===== config.mk =====
export PLATFORM = sky130hd
export DESIGN_NAME = data_mem_responder
export DESIGN_NICKNAME = d
export VERILOG_FILES = /design/src/rtl/data_mem_responder.sv
export SDC_FILE = /design/constraint.sdc
export NUM_CORES = 2
export LEC_CHECK = 0
export ABC_AREA = 1
export ABC_CLOCK_PERIOD_IN_PS = 4300
export CAP_MARGIN = 20
export CORE_ASPECT_RATIO = 0.7
export CORE_MARGIN = 2
export CORE_UTILIZATION = 28
export CTS_CLUSTER_SIZE = 16
export DETAILED_ROUTE_END_ITERATION = 8
export DONT_BUFFER_PORTS = 1
export PLACE_DENSITY_LB_ADDON = 0.2
export SLEW_MARGIN = 10
export SYNTH_ARGS = -nofsm -noshare
export SYNTH_HDL_FRONTEND = slang
export SYNTH_SLANG_ARGS = --single-unit

===== constraint.sdc =====
create_clock -name clk -period 4.3 [get_ports clk]
set_input_delay 1.29 -clock clk [delete_from_list [all_inputs] [get_ports clk]]
set_output_delay 1.29 -clock clk [all_outputs]
set_load 0.03 [all_outputs]

===== src/rtl/data_mem_responder.sv =====
// Data-memory responder for the single-cycle CPU: word RAM plus an MMIO page
// holding GPIO, a free-running cycle counter, a byte TX FIFO and its status.
module data_mem_responder #(
  parameter int          DEPTH      = 64,
  parameter int          FIFO_DEPTH = 8,
  parameter int          GPIO_W     = 8,
  parameter logic [31:0] MMIO_BASE  = 32'h0000_FF00
) (
  input  logic              clk,
  input  logic              reset,
  input  logic              MemWrite,
  input  logic [31:0]       Mem_WrAddr,
  input  logic [31:0]       Mem_WrData,
  output logic [31:0]       ReadData,
  output logic [GPIO_W-1:0] gpio_out,
  output logic [7:0]        tx_data,
  output logic              tx_valid,
  input  logic              tx_ready,
  output logic              tx_overflow
);

  localparam int          AW        = $clog2(DEPTH);
  localparam int          PW        = $clog2(FIFO_DEPTH);
  localparam int          CW        = PW + 1;
  localparam logic [31:0] RAM_BYTES = 32'(DEPTH * 4);

  localparam logic [1:0] REG_GPIO   = 2'd0;
  localparam logic [1:0] REG_CYCLE  = 2'd1;
  localparam logic [1:0] REG_TXDATA = 2'd2;
  localparam logic [1:0] REG_STATUS = 2'd3;

  logic [31:0]       ram_q [DEPTH];
  logic [7:0]        fifo_q [FIFO_DEPTH];

  logic [GPIO_W-1:0] gpio_q, gpio_d;
  logic [31:0]       cycle_q, cycle_d;
  logic [PW-1:0]     wr_ptr_q, wr_ptr_d;
  logic [PW-1:0]     rd_ptr_q, rd_ptr_d;
  logic [CW-1:0]     count_q, count_d;
  logic              ovf_q, ovf_d;

  logic              in_ram, in_mmio;
  logic [1:0]        reg_sel;
  logic [AW-1:0]     word_idx;
  logic              wr_ram, wr_gpio, wr_cycle, wr_status;
  logic              push, push_ok, pop, full, empty;
  logic [31:0]       status;
  logic              unused_addr_lsbs;

  // Byte offset within the word is irrelevant: all accesses are word-aligned.
  assign unused_addr_lsbs = ^Mem_WrAddr[1:0];

  assign in_ram   = Mem_WrAddr < RAM_BYTES;
  assign in_mmio  = Mem_WrAddr[31:4] == MMIO_BASE[31:4];
  assign reg_sel  = Mem_WrAddr[3:2];
  assign word_idx = Mem_WrAddr[AW+1:2];

  assign wr_ram    = MemWrite && in_ram;
  assign wr_gpio   = MemWrite && in_mmio && (reg_sel == REG_GPIO);
  assign wr_cycle  = MemWrite && in_mmio && (reg_sel == REG_CYCLE);
  assign push      = MemWrite && in_mmio && (reg_sel == REG_TXDATA);
  assign wr_status = MemWrite && in_mmio && (reg_sel == REG_STATUS);

  assign full    = count_q == CW'(FIFO_DEPTH);
  assign empty   = count_q == '0;
  assign pop     = !empty && tx_ready;
  // A push into a full FIFO only lands when the head leaves in the same cycle.
  assign push_ok = push && (!full || pop);

  assign status = {16'h0, 8'(count_q), 5'h0, ovf_q, empty, full};

  always_comb begin
    ReadData = 32'h0;
    if (in_ram) begin
      ReadData = ram_q[word_idx];
    end else if (in_mmio) begin
      case (reg_sel)
        REG_GPIO:   ReadData = 32'(gpio_q);
        REG_CYCLE:  ReadData = cycle_q;
        REG_TXDATA: ReadData = 32'h0;
        default:    ReadData = status;
      endcase
    end
  end

  always_comb begin
    gpio_d   = wr_gpio ? Mem_WrData[GPIO_W-1:0] : gpio_q;
    cycle_d  = wr_cycle ? Mem_WrData : cycle_q + 32'd1;
    wr_ptr_d = push_ok ? wr_ptr_q + PW'(1) : wr_ptr_q;
    rd_ptr_d = pop ? rd_ptr_q + PW'(1) : rd_ptr_q;
    count_d  = count_q;
    case ({push_ok, pop})
      2'b10:   count_d = count_q + CW'(1);
      2'b01:   count_d = count_q - CW'(1);
      default: count_d = count_q;
    endcase
    ovf_d = ovf_q;
    if (push && !push_ok) ovf_d = 1'b1;
    // Clearing write wins over a same-cycle overflow.
    if (wr_status && Mem_WrData[2]) ovf_d = 1'b0;
  end

  // Storage arrays are not reset; the FIFO head is masked while empty.
  always_ff @(posedge clk) begin
    if (wr_ram) ram_q[word_idx] <= Mem_WrData;
    if (push_ok) fifo_q[wr_ptr_q] <= Mem_WrData[7:0];
  end

  always_ff @(posedge clk) begin
    if (reset) begin
      gpio_q   <= '0;
      cycle_q  <= '0;
      wr_ptr_q <= '0;
      rd_ptr_q <= '0;
      count_q  <= '0;
      ovf_q    <= 1'b0;
    end else begin
      gpio_q   <= gpio_d;
      cycle_q  <= cycle_d;
      wr_ptr_q <= wr_ptr_d;
      rd_ptr_q <= rd_ptr_d;
      count_q  <= count_d;
      ovf_q    <= ovf_d;
    end
  end

  assign gpio_out    = gpio_q;
  assign tx_valid    = !empty;
  assign tx_data     = empty ? 8'h0 : fifo_q[rd_ptr_q];
  assign tx_overflow = ovf_q;

endmodule


==> impl_metrics.tcl <==
set metrics [dict create \
    p_leak_nw 35.0 \
    place_ws_ns -1.11 \
    internal_power_w 0.0340 \
    switchingPower_w 0.0103 \
    fin_util_pct 35.5 \
    p_seq_share_pct 52.4 \
    port_buffers 0 \
    gp_congestion 0.848 \
    cts_sinks 2166 \
    finalSetupTns_ns -16.06 \
    die_h_um 461 \
    drc 0 \
    numCtsBuffers 208 \
    grtUsageTotal_pct 19.3 \
    coreArea_um2 297000 \
    area_growth_syn_to_layout_pct 25.9 \
    drt-initial-drc-count 6219 \
    yosysSeqAreaShare_pct 77.1 \
    htreeDepth 4 \
    grt_pass1_wl_um 417000 \
    synth_warnings 0 \
    combPwrFrac_pct 7.5 \
    vias_per_cell 5.00 \
    syn_area_um2 83600 \
    total_power_w 0.0444 \
    dieArea_um2 303000 \
    final_common_cell "edfxtp_1" \
    status "finished, violations left" \
    cts_tree "done" \
    cts.clk_slew.worst_paths_ns 0.06 \
    clk_latency_ns 0.87 \
    stdcell_count 11100 \
    root_buffer "clkbuf_16" \
    arrival_ns 3.66 \
    fin_nets 7046 \
    tightest_slew_ns 1.09 \
    min-delay-path-class "reg2reg" \
    yosysUniqueCellTypes 37 \
    ys_seq_elements 2166 \
    grt_pass1_vias 52000 \
    fin_crit_sh_pct 115 \
    fin_worst_skew_ns 0.0230 \
    antenna_found_initial 19 \
    p_sw_share_pct 23.2 \
    clkPwrFrac_pct 40.2 \
    gr-total-overflow 0 \
    timing.critical_path.cells "inv_16 > buf_12 > buf_4 > nand4_1 > nand3_2 > nand2_1 > inv_1 > nand3b_1 > nor2_4 > buf_6 > nor2_4 > buf_6" \
    max_freq_ghz 0.202 \
    path_max_fanout 246 \
    cp-end-kind "output port" \
    syn_inst 6294 \
    ant_nets 0 \
    num_rows 167 \
    vdd_drop_max_mv 0.271 \
    critical-path-max-stage-delay_ns 0.40 \
    yosys.area.top_type "edfxtp_1" \
    worstSetupPathType "in2out" \
    start_kind "input pin" \
    die_x_um 657 \
    layout_common_cells "2112 x edfxtp_1, 1892 x nand2_1, 456 x buf_4, 358 x nand4_1, 234 x nand3_1" \
    syn_avg_cell_area_um2 13.3 \
    violations "negative setup slack" \
    drtPass1Iterations 5 \
    syn-num-nets 6366 \
    timing.final.ws_setup_ns -0.655 \
    cp_slowest_cell "nand3b_1" \
    hold_viol 0 \
    synth_area_leaders "edfxtp_1 76%, nand2_1 8.9%, nand4_1 2.7%, a22oi_1 1.9%, nand3_1 1.7%" \
    cp.buffers_inverters 6 \
    finalSetupViolations 32 \
    powerDensity_nw_per_um2 421 \
    drive_gt1_share_pct 19.8 \
    hold_buffers 0 \
    wire_per_inst_um 27.2 \
    final-max-slew-violation-count 0 \
    hpwlAfterDp_um 179000 \
    grt_max_degree 247 \
    critical_path_required_ns 3.01 \
    clockBufferDepth 4 \
    start_util_pct 28.2 \
    relSlewSlack_pct 27.5 \
    max-cap-violations 0 \
    crit_family "simple AND/OR/NAND/NOR gates" \
    boundaryPins 118 \
    routed_wl_um 303000 \
    post-route-min-period_ns 4.95 \
    rsz0062_at_grt "yes" \
    dp_cells 10600 \
    num_vias 55600 \
    synth_top_area_share_pct 75.8 \
]
==> state kept, by name (all words and copies together), names as in the netlist, named ones only <==
| signal | flops |
|---|---|
| rd_ptr_q | 3 |
| gpio_out | 8 |
| count_q | 4 |
| fifo_q | 64 |
| tx_overflow | 1 |
| cycle_q | 32 |
| wr_ptr_q | 3 |
| ram_q | 2048 |
==> repair_timing <==
action	CTS	global route
resized for setup	356	136
pin swaps	60	80
cloned	17	11
setup buffers	67	22
setup endpoints to repair	33	34
==> synth_stat cells <==
library cell  instances
a211oi_1             41
a21oi_1              76
a221oi_1              1
a22oi_1             216
a31oi_1              25
and2_0                1
buf_1                30
buf_2               176
buf_4                 3
clkbuf_1            133
clkinv_1              3
dfxtp_1              54
edfxtp_1           2112
ha_1                  4
inv_1               108
inv_2                 9
nand2_1            1977
nand3_1             276
nand3b_1             17
nand4_1             358
nor2_1              313
nor2_2                9
nor3_1               36
nor3_2                2
nor3_4                1
nor4_1                2
nor4b_1               1
o211a_1               2
o211ai_1             67
o21ai_0             145
o21ai_1               1
o221ai_1             34
o22ai_1              24
o31ai_1              10
or2_2                 1
xnor2_1               3
xor2_1               23
==> layer usage <==
metal	vias up	track usage, %	routed length (µm)
met2	1987	28.9	131000
met4	0	3.57	5940
met1	28900	29.3	143000
met3	309	3.36	22800
met5	-	0	0
li1	24500	-	-
==> power groups by stage <==
stage | Sequential [W] | Combinational (W) | Clock (W)
detailed placement | 0.0237 | 0.00289 | 0
global placement | 0.0237 | 0.00289 | 0
finish | 0.0232 | 0.00331 | 0.0178
global route | 0.0232 | 0.00354 | 0.0189
floorplan | 0.0237 | 0.00157 | 0
CTS | 0.0232 | 0.00317 | 0.0181
==> cells by family after synthesis <==
| logic type | count (synthesis) | share of synthesized area, % |
|---|---|---|
| and+or+nand+nor | 2994 | 15.1 |
| DFF | 2166 | 77.1 |
| AOI/OAI and AO/OA | 642 | 5.08 |
| buffers and inverters | 462 | 2.35 |
| xor gates and xnor gates | 26 | 0.272 |
| adders and majority gates | 4 | 0.0598 |
==> worst min-delay path: stages, from the launching register on <==
cell and delay [ns]:
dfxtp_1 0.31, inv_1 0.05, a21oi_1 0.06
==> layout make-up <==
type | count | area [µm²]
Timing Repair Buffer | 812 | 10300
Tap cell | 3971 | 4970
Clock inverter | 111 | 841
Sequential cell | 2166 | 64500
Antenna cell | 20 | 50.0
Multi-Input combinational cell | 3666 | 18800
Clock buffer | 259 | 5450
Inverter | 120 | 488
Fill cell | 28600 | 191000
==> path summary, 6_finish.rpt <==
| path | startpoint | to | slack (ns) | cells past startpoint |
|---|---|---|---|---|
| max | Mem_WrAddr[4] | ReadData[19] | -0.65 | 12 |
| min | rd_ptr_q[2] | flop | 0.46 | 2 |
| max reg2reg | cycle_q[12] | cycle_q[30] | 1.85 | 8 |
| min reg2reg | rd_ptr_q[2] | flop | 0.46 | 2 |
==> metrics by stage <==
stage                     area (µm²)  hold slack (ns)
after floorplan                83600            0.433
after global placement         95600            0.459
after detailed placement       95600            0.453
after CTS                     104000            0.424
after global routing          105000            0.452
final                         105000            0.460
Note: power is estimated with default switching activity, not from simulation.
